===== config.mk =====
export PLATFORM = sky130hd
export DESIGN_NAME = hex_display_ctrl
export DESIGN_NICKNAME = d
export VERILOG_FILES = /design/src/rtl/hex_display_ctrl.sv
export SDC_FILE = /design/constraint.sdc
export NUM_CORES = 1
export LEC_CHECK = 0
export ABC_CLOCK_PERIOD_IN_PS = 3600
export CAP_MARGIN = 20
export CORE_MARGIN = 2
export CORE_UTILIZATION = 30
export DETAILED_ROUTE_END_ITERATION = 6
export SYNTH_ARGS = -nofsm -noshare
export SYNTH_HDL_FRONTEND = slang
export SYNTH_SLANG_ARGS = --single-unit

===== constraint.sdc =====
create_clock -name clk_clk -period 3.6 [get_ports clk_clk]
set_input_delay 0.54 -clock clk_clk [delete_from_list [all_inputs] [get_ports clk_clk]]
set_output_delay 0.54 -clock clk_clk [all_outputs]
set_load 0.01 [all_outputs]

===== src/rtl/hex_display_ctrl.sv =====
// Six-digit seven-segment display controller.
// A request carries a 24-bit value, a mode bit (hex or decimal) and six
// decimal-point bits. Hex values and decimal overflows are encoded one
// cycle after acceptance. Other decimal values first pass through a
// 20-iteration double-dabble BCD conversion.
//
// Handshake: a request transfers on a rising edge where in_valid and in_ready
// are both 1. in_ready is high only while IDLE. A request that is presented
// while busy is not queued, and in_valid may stay high until it is taken.
// Both segment buses update together on the ENCODE edge. done is high for
// the one cycle that follows that edge.
module hex_display_ctrl #(
    parameter bit BLANK_LZ   = 1'b1,
    parameter bit ACTIVE_LOW = 1'b1
) (
    input  logic        clk_clk,
    input  logic        reset_reset_n,
    input  logic        in_valid,
    output logic        in_ready,
    input  logic [23:0] in_value,
    input  logic        in_hex,
    input  logic [5:0]  in_dp,
    output logic [31:0] hex3_hex0,
    output logic [15:0] hex5_hex4,
    output logic        done
);

    typedef enum logic [1:0] {
        IDLE   = 2'd0,
        SHIFT  = 2'd1,
        ENCODE = 2'd2
    } state_t;

    // state is kept as a named enum so checkers can bind to it hierarchically
    state_t      state;
    state_t      state_nxt;

    logic [23:0] bcd;        // BCD digits (decimal) or raw nibbles (hex)
    logic [19:0] bin;        // binary bits still to be shifted into bcd
    logic [23:0] bcd_adj;
    logic [4:0]  iter_cnt;
    logic        mode_hex;
    logic        ovf;
    logic [5:0]  dp_q;
    logic        accept;
    logic        in_ovf;
    logic        seg_load;
    logic [47:0] seg_nxt;

    localparam logic [47:0] SEG_OFF = ACTIVE_LOW ? {48{1'b1}} : 48'h0;

    assign accept = in_valid & in_ready;
    assign in_ovf = (in_value > 24'd999999);

    function automatic logic [6:0] glyph(input logic [3:0] d);
        case (d)
            4'h0: glyph = 7'h3F;
            4'h1: glyph = 7'h06;
            4'h2: glyph = 7'h5B;
            4'h3: glyph = 7'h4F;
            4'h4: glyph = 7'h66;
            4'h5: glyph = 7'h6D;
            4'h6: glyph = 7'h7D;
            4'h7: glyph = 7'h07;
            4'h8: glyph = 7'h7F;
            4'h9: glyph = 7'h6F;
            4'hA: glyph = 7'h77;
            4'hB: glyph = 7'h7C;
            4'hC: glyph = 7'h39;
            4'hD: glyph = 7'h5E;
            4'hE: glyph = 7'h79;
            default: glyph = 7'h71;
        endcase
    endfunction

    // State register; reset aborts any conversion in flight
    always_ff @(posedge clk_clk or negedge reset_reset_n) begin
        if (!reset_reset_n) state <= IDLE;
        else                state <= state_nxt;
    end

    // Next-state logic: hex and overflow skip the BCD conversion
    always_comb begin
        state_nxt = state;
        case (state)
            IDLE: begin
                if (accept) state_nxt = (in_hex || in_ovf) ? ENCODE : SHIFT;
            end
            SHIFT: begin
                if (iter_cnt == 5'd19) state_nxt = ENCODE;
            end
            ENCODE:  state_nxt = IDLE;
            default: state_nxt = IDLE;
        endcase
    end

    // FSM outputs: ready only when idle, segment load on the ENCODE edge
    always_comb begin
        in_ready = (state == IDLE);
        seg_load = (state == ENCODE);
    end

    // Double-dabble correction: add 3 to every BCD nibble that is 5 or more
    always_comb begin
        bcd_adj = bcd;
        for (int i = 0; i < 6; i++) begin
            if (bcd[4*i +: 4] >= 4'd5) bcd_adj[4*i +: 4] = bcd[4*i +: 4] + 4'd3;
        end
    end

    // Conversion datapath. In hex mode, bcd holds the value's nibbles directly
    always_ff @(posedge clk_clk or negedge reset_reset_n) begin
        if (!reset_reset_n) begin
            bcd      <= '0;
            bin      <= '0;
            iter_cnt <= '0;
            mode_hex <= 1'b0;
            ovf      <= 1'b0;
            dp_q     <= '0;
        end else if (accept) begin
            bcd      <= in_hex ? in_value : 24'h0;
            bin      <= in_value[19:0];
            iter_cnt <= '0;
            mode_hex <= in_hex;
            ovf      <= !in_hex && in_ovf;
            dp_q     <= in_dp;
        end else if (state == SHIFT) begin
            {bcd, bin} <= {bcd_adj[22:0], bin, 1'b0};
            iter_cnt   <= iter_cnt + 5'd1;
        end
    end

    // Glyph selection, overflow dashes, leading-zero blanking and polarity
    always_comb begin : seg_build
        logic       lead;
        logic [3:0] d;
        logic [6:0] g;
        logic [7:0] b;
        seg_nxt = '0;
        lead    = 1'b1;
        d       = '0;
        g       = '0;
        b       = '0;
        for (int i = 5; i >= 0; i--) begin
            d = bcd[4*i +: 4];
            g = glyph(d);
            if (ovf) begin
                g = 7'h40;
            end else if (!mode_hex && BLANK_LZ && lead && (i != 0) && (d == 4'h0)) begin
                g = 7'h00;
            end
            if (d != 4'h0) lead = 1'b0;
            b = {dp_q[i], g};
            seg_nxt[8*i +: 8] = ACTIVE_LOW ? ~b : b;
        end
    end

    // Output registers: update and pulse done only on the ENCODE edge
    always_ff @(posedge clk_clk or negedge reset_reset_n) begin
        if (!reset_reset_n) begin
            hex3_hex0 <= SEG_OFF[31:0];
            hex5_hex4 <= SEG_OFF[47:32];
            done      <= 1'b0;
        end else begin
            done <= seg_load;
            if (seg_load) begin
                hex3_hex0 <= seg_nxt[31:0];
                hex5_hex4 <= seg_nxt[47:32];
            end
        end
    end

endmodule


==> metrics.md <==
| Metric | Value |
|---|---|
| Status | completed |
| Worst hold slack | 0.244 ns |
| Largest incremental delay on the critical path | 0.61 ns |
| Syn Area/Cell | 9.06 um^2 |
| # Post-CTS Setup Buffers | 0 |
| Clock transition at path regs | 0.08 ns |
| Area leader, netlist | dfrtp_1 |
| Cell Area, Synth | 0.00628 mm^2 |
| DRT antenna net count | 0 |
| DP HPWL | 11200 um |
| Tcrit/Tclk final | 0.684 |
| Leakage power | 3.13 nW |
| Layout cell share with drive strength beyond 1 | 0.125 |
| Fin crit period | 2.46 ns |
| Routed wire length | 15900 um |
| Row count | 52 |
| Initial antenna violation count | 1 |
| Placer Congestion | 0.797 |
| Setup TNS | 0 ns |
| Via density | 5.06 |
| F_max | 0.406 GHz |
| Die width | 149 um |
| Top post-synthesis cells by area | dfrtp_1 24%, dfstp_2 20%, ha_1 7.4% |
| Pwr dens | 545 mW/mm^2 |
| Area Overhead vs Synth | 21.7% |
| Detailed Routing Iterations Pass 1 | 4 |
| Largest net degree at the start of global routing | 60 |
| Initial DRC Count | 396 |
| Vias in the first global route | 5036 |
| Post-synth EDFFs | 0 |
| Max_slew headroom | 0.354 |
| PortBufs | 83 |
| Max IR drop VDD | 0.224 mV |
| Util after Layout | 0.375 |
| CORE AREA | 0.0204 mm^2 |
| Worst Tran Pin Value | 0.967 ns |
| # Max-Cap Violations | 0 |
| Initial Util | 0.308 |
| Ys Warns | 0 |
| CTS Buf Count | 9 |
| Hold Fails Final Rpt | 0 |
| Global-route wire length before repair | 26500 um |
| Hold buffer count at cts | 0 |
| Die ar. | 0.0221 mm^2 |
| DRC | 0 |
| Critical path, cell by cell | inv_1, ha_1, or4b_4, or4_4, o21ai_2, o22a_1 |
| Slew Viols, Final | 0 |
| Worst Hold Class | in2async |
| WP data arrival | 2.77 ns |
| Cell variety after synth | 53 |
| Syn Nets | 764 |
| Dominant register cell in the synthesized netlist | dfrtp_1 |
| Worst setup EP type | register |
| Vias | 5194 |
| Slowest cell on crit path | or4_4 |
| I/O pin cnt | 84 |
| Post-Syn Instances | 693 |
| CP Launch Type | register |
| Layout Skew | 0.00596 ns |
| Die Y | 149 um |
| Post-synth ARST share | 1.00 |
| Final net count | 821 |
| Max Root-Sink Buffers | 2 |
| RSZ-0062 raised after global routing | false |
| Yosys reg bits | 108 |
| Grt ovf | 0 |
| Clock net sink count | 108 |
| Post-synthesis sequential area ratio | 0.440 |
| Worst Path Required | 3.91 ns |
| Root Buffer | clkbuf_16 |
| Post-CTS resize count | 0 |
| CP max FO | 6 |
| Tot GR Track Use | 0.149 |
| Clk_lat worst skew | 0.36 ns |
| H-tree depth | 3 |
| Final setup vio count | 0 |
| Critical path class | reg2reg |
| CTS tree | built |
| Top-area cell type share of the netlist area | 0.239 |
| Drt wl/cell | 15.5 um |
[report_power, final]
group	leakage, nW	internal [W]	switching [W]	total [W]
Clock	0.133	0.000480	0.000490	0.000970
Combinational	1.73	0.000706	0.000660	0.00137
Sequential	1.27	0.00157	0.000264	0.00183
[worst max-delay path: cells and delay by family (launching register included)]
kind,cells,cell delay [ns]
simple gates,2,1.13
compound gates,2,0.45
flops,1,0.44
fa+ha+maj,1,0.22
buf+inv,1,0.17
[area by class of cell]
class / count / area, um^2
antenna: 1 / 2.50
clock buffer: 9 / 225
clock inverter: 7 / 58.8
fill: 2060 / 12700
inverter: 28 / 105
multi-input combinational: 507 / 3230
sequential: 108 / 2760
tap: 270 / 338
timing repair buffer: 96 / 926
[cells in the final DEF, fill, tap and decap left out, types with 18 or more instances in the layout]
master           instances
o21ai_0                 59
nand3_1                 29
nor2_1                  52
dfstp_2                 48
a22oi_1                 18
a21oi_1                 30
clkdlybuf4s50_1         82
dfrtp_1                 60
inv_1                   27
nand2_1                102
ha_1                    37
[state kept, by name (all words and copies together), names as in the netlist]
name / count
hex3_hex0: 32
bcd: 24
bin: 20
hex5_hex4: 16
dp_q: 6
iter_cnt: 5
state: 2
done: 1
mode_hex: 1
ovf: 1
[synthesized netlist by cell type (18+ instances only)]
cell type	n
a21oi_1	30
a22oi_1	18
clkbuf_1	41
dfrtp_1	60
dfstp_2	48
ha_1	37
inv_1	27
nand2_1	102
nand3_1	29
nor2_1	52
o21ai_0	59
[cells by family (layout without fill, tap and decap cells)]
group | Yosys count | after routing | synth area share
buffers and inverters | 78 | 140 | 0.0482
DFF | 108 | 108 | 0.440
muxes | 20 | 20 | 0.0398
AOI/OAI and AO/OA | 197 | 197 | 0.208
adders and majority gates | 37 | 37 | 0.0737
xor gates and xnor gates | 6 | 6 | 0.00837
and+or+nand+nor | 247 | 247 | 0.182
other | 0 | 1 | 0
[through the flow]
step | std cells | power, W | area [um^2] | setup slack (ns)
after floorplan | 693 | 0.00264 | 6280 | 1.42
after global placement | 1009 | 0.00322 | 7360 | 1.24
after detailed placement | 1009 | 0.00324 | 7360 | 1.18
after CTS | 1025 | 0.00422 | 7640 | 1.12
after global routing | 1026 | 0.00446 | 7650 | 1.01
final | 1026 | 0.00417 | 7650 | 1.14
[path summary, 6_finish.rpt]
kind	slack, ns	from	endpoint	cells past startpoint
min in group clk_clk	0.44	dp_q[0]	hex3_hex0[7]	1
max reg2reg	1.14	bcd[20]	hex3_hex0[8]	6
max	1.14	bcd[20]	hex3_hex0[8]	6
min	0.24	reset_reset_n	done	1
max in group asynchronous	2.45	reset_reset_n	hex3_hex0[25]	2
min reg2reg	0.44	dp_q[0]	hex3_hex0[7]	1
[per-layer routing]
layer  up-vias  wire length [um]  track usage
met1      2466              7430        0.208
li1       2595                 -            -
met2       109              7420        0.233
met5         -                 0            0
met4         0               446       0.0619
met3        24               637       0.0221
Power figures use the tool's default switching activity.
